## src/rtl/code_converter_pkg.sv

```systemverilog
// code_converter_pkg: shared state encoding and constants for the Gray/binary converter control
package code_converter_pkg;
  typedef enum logic [2:0] {IDLE, MSB, FETCH, WRITE, DONE} state_t;
  localparam logic MODE_BIN2GRAY = 1'b0;
  localparam logic MODE_GRAY2BIN = 1'b1;
  localparam logic [2:0] MSB_IDX = 3'd7;
endpackage

```

## src/rtl/code_converter_ctrl.sv

```systemverilog
// code_converter_ctrl: sequences the bit-serial binary/Gray datapath and flags counter protocol errors
module code_converter_ctrl
  import code_converter_pkg::*;
(
  input  logic clk,
  input  logic reset_n,
  input  logic start,
  input  logic mode,
  input  logic cnt_zero,
  output logic busy,
  output logic done,
  output logic err,
  output logic cnt_load,
  output logic cnt_dec,
  output logic msb_copy,
  output logic convert,
  output logic R1_in,
  output logic R2_in,
  output logic R3_in,
  output logic R4_in
);
  state_t state;
  logic [2:0] shadow;
  logic accept;
  logic shadow_zero;
  assign accept      = reset_n && state == IDLE && start;
  assign shadow_zero = shadow == 3'd0;
  always_ff @(posedge clk or negedge reset_n)
    if (!reset_n) begin
      state   <= IDLE;
      convert <= MODE_BIN2GRAY;
    end else begin
      state   <= state == IDLE  ? (start ? MSB : IDLE) :
                 state == MSB   ? FETCH :
                 state == FETCH ? WRITE :
                 state == WRITE ? (shadow_zero ? DONE : FETCH) : IDLE;
      convert <= accept ? mode : convert;
    end
  always_ff @(posedge clk or negedge reset_n)
    if (!reset_n) shadow <= 3'd0;
    else shadow <= accept ? MSB_IDX :
                   (state == MSB || (state == WRITE && !shadow_zero)) ? shadow - 3'd1 : shadow;
  always_ff @(posedge clk or negedge reset_n)
    if (!reset_n) err <= 1'b0;
    else err <= accept ? 1'b0 : (state == WRITE && cnt_zero != shadow_zero) ? 1'b1 : err;
  assign busy     = state != IDLE;
  assign done     = state == DONE;
  assign R1_in    = accept;
  assign cnt_load = accept;
  assign msb_copy = state == MSB;
  assign R2_in    = state == MSB || state == WRITE;
  assign cnt_dec  = state == MSB || (state == WRITE && !shadow_zero);
  assign R3_in    = state == FETCH;
  assign R4_in    = state == FETCH;
endmodule

```

## config.mk

```make
export PLATFORM = sky130hd
export DESIGN_NAME = code_converter_ctrl
export DESIGN_NICKNAME = d
export VERILOG_FILES = /design/src/rtl/code_converter_pkg.sv /design/src/rtl/code_converter_ctrl.sv
export SDC_FILE = /design/constraint.sdc
export NUM_CORES = 1
export LEC_CHECK = 0
export ABC_CLOCK_PERIOD_IN_PS = 1610
export CORE_MARGIN = 1
export CORE_UTILIZATION = 35
export CTS_BUF_LIST = sky130_fd_sc_hd__clkbuf_2
export DETAILED_ROUTE_END_ITERATION = 8
export SYNTH_ARGS = -nofsm -noshare
export SYNTH_HDL_FRONTEND = slang
export SYNTH_SLANG_ARGS = --single-unit
```

## constraint.sdc

```tcl
create_clock -name clk -period 1.61 [get_ports clk]
set_clock_uncertainty 0.05 [all_clocks]
set_input_delay 0.322 -clock clk [delete_from_list [all_inputs] [get_ports clk]]
set_output_delay 0.322 -clock clk [all_outputs]
set_load 0.02 [all_outputs]
```

==> metrics, run 1 <==
Post-Syn Instances 44; largest net degree at the start of global routing 10; Synth Area in Simple Gates 0.2193; Die Y 39 um; initial DRC count 1; mux cell area share after synthesis 0.03133; post-synth top area cell dfrtp_1; CP max FO 3; GRT overflow 0; GR Util met2 0.3875; Synth top cells by count dfrtp_1, inv_1, a21oi_1; Post-Synth Adder-Cell Area 0.05222; gr busiest metal met2; CP arrival 1360 ps; crit path time final 1732 ps; die width 39 um; Setup crit start state[1]$_DFF_PN0_; WL/cell 14.44 um; Via density 5.000; initial antenna violation count 0; Synth Register Bits 8; Setup Viol. Count Final 7; 1st-pass router iterations 3; Critical Path Source Type flip-flop; CP Class reg2out; count of nets after finishing 89; DR DRC count 0; top cells by area, synth dfrtp_1, ha_1, nor4b_4, buf_6, inv_1; Cell variety after synth 27; CTS buffer count 3; core box area around 1200 um2; Antenna Diode Count 0; number of fill cells 89; Vias 470; die area approximately 1500 um2; cell leakage power 0.4304 nW; share of cells above drive strength 1 0.6750; TritonCTS clock tree yes; Tightest Pin Transition 278.4 ps; IO Port Bufs 15; fin crit share 1.075; largest family of logic cells by synthesized area simple AND/OR/NAND/NOR gates; syn nets 51; Initial Util 0.4040; Reg clk slew, reported paths 80 ps; Root Driver clkbuf_2; Post-synth EDFFs 0; Post-DRT Antenna Nets 0; RSZ-0062 raised after global routing true; Mean Syn Cell Area around 11 um2; Routed Wire Length 1.357 mm; Hold Crit Class in2async; crit path to R1_in; CP endpoint kind output port; Reg area between 200 and 250 um2; Reg2Reg Setup Slack -40 ps; P&R area growth vs syn 82.25%; Slew HR 0.8144; Worst-Skew Late Latency roughly 240 ps; post-synthesis compound-gate area fraction 0.1436; fmax 577.5 MHz; failing checks setup timing; VDD IR max around 1400 uV; final RePlAce weighted congestion roughly 0.73; RR Endpoint convert$_DFFE_PN0P_; Post-CTS Hold Fix Bufs 0; met3 usage 0.05202; Ys Warns 0; I/O Pins 16; area of the multi-input gates 285.3 um2; M1 GR Usage 0.2321; fraction of registers with async set or reset after synthesis 1.000; Seq/Total Area, Yosys 0.4178; Top FF cell, synth dfrtp_1; CTS max path bufs 2; H-Tree Depth 1; Post-Synth XOR/XNOR Area 0.01828; row count 12; final core occ 0.7363; Max Cap Viol 0; vias in the first global route 451; r2r worst-path depth 6; cell with the most instances after synthesis dfrtp_1; first-pass GRT wire length 2.083 mm; data required time of the critical path 1240 ps; CTS sink cnt 8; top-area cell type share of the netlist area 0.4178; final slew viol count 0; Final Hold Viols 0; GRT Total Usage 0.2159; Worst Setup Slack, final -121.5 ps; Mapped Area 479.2 um2; setup TNS -429.6 ps; r2r startpoint state[1]$_DFF_PN0_; PwrDens 2074 nW/um2; status finished with violations
kinds of logic after synthesis:
logic type	after synthesis
AO/OA/AOI/OAI	10
XOR/XNOR	1
adder cells (fa/ha/maj)	2
buffers and inverters	9
flip-flops	8
multiplexers	1
AND/OR/NAND/NOR	13
worst min path at each step:
stage / depth (start not counted) / to / slack [ps]
after floorplan: 0 / convert$_DFFE_PN0P_ / -20
after global placement: 1 / convert$_DFFE_PN0P_ / 440
after detailed placement: 1 / convert$_DFFE_PN0P_ / 440
after CTS: 2 / state[1]$_DFF_PN0_ / 350
after global routing: 2 / state[1]$_DFF_PN0_ / 370
final: 2 / state[2]$_DFF_PN0_ / 360
critical path, cell delays in order, from the launching register on:
cell and delay (ps):
dfrtp_1 430, buf_6 140, nor4b_4 240, and2_4 210
buf_6 110
repair_timing:
action	in CTS	in global routing
buffers inserted	3	4
resized for setup	63	10
pin swaps	4	3
endpoints found under the setup margin	9	11
routing by layer:
layer	vias to the layer above	routed length [um]
li1	228	-
met1	225	585
met2	13	690
met3	4	57
met4	0	24
met5	-	0
area by class of cell:
class                           instances  area share
Inverter                                5     0.02149
Multi-Input combinational cell         27      0.3266
Clock buffer                            3     0.01719
Tap cell                               14     0.02006
Sequential cell                         8      0.2321
Timing Repair Buffer                   37      0.3825
power by group:
part           internal (mW)  total (mW)  leakage [nW]  switching (mW)
logic                  0.732        1.30         0.325           0.570
clock network         0.0508       0.124        0.0125          0.0733
registers              0.297       0.385        0.0933          0.0876
total                   1.08        1.81         0.430           0.731
through the flow:
step | setup slack (ps) | instances | hold WS, ps | power (mW) | instance area, um2
6_report | -121.5 | 94 | 362.0 | 1.811 | 873.3
3_3_place_gp | -596.4 | 84 | 443.9 | 1.363 | 726.9
3_5_place_dp | -639.4 | 84 | 442.0 | 1.415 | 726.9
5_1_grt | -176.3 | 94 | 365.2 | 1.906 | 873.3
4_1_cts | -101.1 | 90 | 345.1 | 1.686 | 807.0
2_1_floorplan | 42.81 | 44 | -23.59 | 0.9282 | 484.2
flip-flops by register name, indices dropped and copies added (netlist names):
register and flops:
shadow 3, state 3, convert 1, err 1
cell usage in the layout (no fill, tap or decap), types with 2 or more instances in the layout:
cell | netlist | layout
a21oi_1 | 3 | 2
buf_2 | 0 | 2
buf_4 | 2 | 18
buf_6 | 2 | 11
clkbuf_2 | 0 | 3
clkdlybuf4s50_1 | 0 | 4
dfrtp_1 | 8 | 6
dfrtp_2 | 0 | 2
dlymetal6s2s_1 | 0 | 2
inv_1 | 5 | 2
inv_2 | 0 | 3
or2_2 | 2 | 2
No activity file was read; power rests on OpenSTA's default activity.
==> run 2, diff against run 1 <==
Settings changed: ABC_CLOCK_PERIOD_IN_PS 1610 to 1800.
Clock period 1.61 ns to 1.8 ns, I/O delays scaled along.
==> run 2 against run 1 <==
Combinational power shrank 24%. Design area shrank 12%. Sequential share of layout area grew 3.0 points. Via count shrank 4.0%. Clock power shrank 12%. Die area is the same. Critical path type unchanged. Power shrank 21%. First-iteration DRC count grew to 9.0 times the previous value. The flow now finishes without violations. Setup slack gained 170 ps. Critical endpoint is now cnt_dec.
==> metrics, run 2 (synthesis results as in run 1) <==
commonest non-fill, non-tap cells in the layout buf_4, dfrtp_1, inv_1, clkbuf_2, clkdlybuf4s50_1 (was buf_4, buf_6, dfrtp_1); number of fill cells 90 (was 89); Final Hold Viols 0 (unchanged); Via density 5.011 (was 5.000); Tightest Pin Transition 211.4 ps (was 278.4 ps); Post-Place Cell Area 711.9 um2 (was 726.9 um2); final slew viol count 0 (unchanged); Design Power 1.433 mW (was 1.811 mW); H-Tree Depth 1 (unchanged); P&R area growth vs syn 60.57% (was 82.25%); DR DRC count 0 (unchanged); fin crit share 0.9728; die area 1521 um2 (unchanged); share of cells above drive strength 1 0.5789 (was 0.6750); Setup Viol. Count Final 0 (was 7); cell area after layout 769.5 um2 (was 873.3 um2); cell leakage power 0.3825 nW (was 0.4304 nW); Post-CTS Hold Fix Bufs 0 (unchanged); CP arrival 1340 ps (was 1360 ps); Post-DRT Antenna Nets 0 (unchanged); top flop regs shadow x3, state x3 (unchanged); largest net degree at the start of global routing 10 (unchanged); Hold Crit Class in2async (unchanged); initial DRC count 9 (was 1); Antenna Diode Count 0 (unchanged); IO Port Bufs 15 (unchanged); 1st-pass router iterations 4 (was 3); Slew HR 0.8585 (was 0.8144); Reg clk slew, reported paths 80 ps (about the same); GRT Total Usage 0.1954 (was 0.2159); vias in the first global route 429 (was 451); area of the multi-input gates 249.0 um2 (was 285.3 um2); Reg2Reg Setup Slack 180 ps (was -40 ps); core box area 1186 um2 (unchanged); CTS max path bufs 2 (unchanged); GRT overflow 0 (unchanged); Max Cap Viol 0 (unchanged); CTS buffer count 3 (unchanged); final RePlAce weighted congestion 0.7371 (was 0.7314); CP endpoint kind output port (unchanged); CTS sink cnt 8 (unchanged); PwrDens 1862 nW/um2 (was 2074 nW/um2); count of nets after finishing 85 (was 89); Placed Instances 82 (was 84); VDD IR max 1171 uV (was 1364 uV); placed wire-length estimate slightly below 900 um; crit path time final 1751 ps; Vias 451 (was 470); status complete, no violations (was finished with violations); first-pass GRT wire length 1.918 mm (was 2.083 mm); I/O Pins 16 (unchanged); Worst-Skew Late Latency 240 ps (about the same); die width 39 um (unchanged); Setup crit start shadow[1]$_DFFE_PN0P_ (was state[1]$_DFF_PN0_); fmax 571.1 MHz; r2r startpoint state[0]$_DFF_PN0_ (was state[1]$_DFF_PN0_); r2r worst-path depth 7 (was 6); CP max FO 3 (unchanged); WL/cell 13.93 um (was 14.44 um); Reg area 201.4 um2 (was 202.7 um2); data required time of the critical path 1390 ps (was 1240 ps); row count 12 (unchanged); most common cell after layout, fill and taps aside buf_4 (unchanged); Root Driver clkbuf_2 (unchanged); RSZ-0062 raised after global routing false (was true); final std cells w/o fill 90 (was 94); Routed Wire Length 1.254 mm (was 1.357 mm); initial antenna violation count 0 (unchanged); TritonCTS clock tree yes (unchanged); Die Y 39 um (unchanged); Critical Path Source Type flip-flop (unchanged); RR Endpoint shadow[2]$_DFFE_PN0P_ (was convert$_DFFE_PN0P_); crit path to cnt_dec (was R1_in); Initial Util 0.4040 (unchanged); CP Class reg2out (unchanged)
[run 2: cell count changes in the layout (fill, tap and decap cells not counted), moves of 2 or more]
cell,delta
inv_1,+3
clkbuf_2,+2
inv_2,-3
buf_6,-7
[run 2: cell type report]
cell class | count | share of cell area
clock buffers | 3 | 0.01951
flip-flops and latches | 8 | 0.2618
well taps | 14 | 0.02276
repair buffers | 33 | 0.3480
multi-input cells | 27 | 0.3236
inverters | 5 | 0.02439
[run 2: what timing repair did]
action / CTS / global route
endpoints found under the hold margin: 0 / 0
pin swaps: 0 / 2
setup buffers: 1 / 4
gates resized for setup: 37 / 14
setup endpoints to repair: 9 / 8
[run 2: per-layer routing]
layer / up-vias / part of all wire / track usage
li1: 216 / - / -
met1: 220 / 0.44 / 0.2250
met2: 13 / 0.50 / 0.3250
met3: 2 / 0.051 / 0.05202
met4: 0 / 0.0080 / 0.1034
met5: - / 0 / 0
[run 2: where the power goes]
group | total [mW] | internal [mW] | switching, mW
clock network | 0.109 | 0.0454 | 0.0639
registers | 0.338 | 0.263 | 0.0743
logic | 0.986 | 0.534 | 0.452
total | 1.43 | 0.843 | 0.590
[run 2: worst max-delay path, cell delays in order (launching register included)]
cell,delay [ps]
dfrtp_1,360
inv_1,70
ha_2,190
nor2b_2,160
a21oi_2,180
buf_6,140
[run 2: how the worst min path moves through the flow]
stage,cells after the start,slack [ps],to
after detailed placement,1,440,convert$_DFFE_PN0P_
after global routing,2,410,shadow[0]$_DFFE_PN0P_
final,2,390,state[2]$_DFF_PN0_
after global placement,1,440,convert$_DFFE_PN0P_
after floorplan,0,10,convert$_DFFE_PN0P_
after CTS,2,390,state[2]$_DFF_PN0_
[run 2: stage by stage]
step | setup TNS, ps | worst slack, ps | hold slack, ps | utilization
2_1_floorplan | 0 | 194.8 | 14.41 | -
3_3_place_gp | -1496 | -482.6 | 443.9 | 0.6002
3_5_place_dp | -1598 | -512.7 | 442.7 | 0.6002
4_1_cts | -21.51 | -11.45 | 388.7 | 0.6287
5_1_grt | 0 | 0.05429 | 408.6 | 0.6487
6_report | 0 | 48.94 | 394.2 | 0.6487
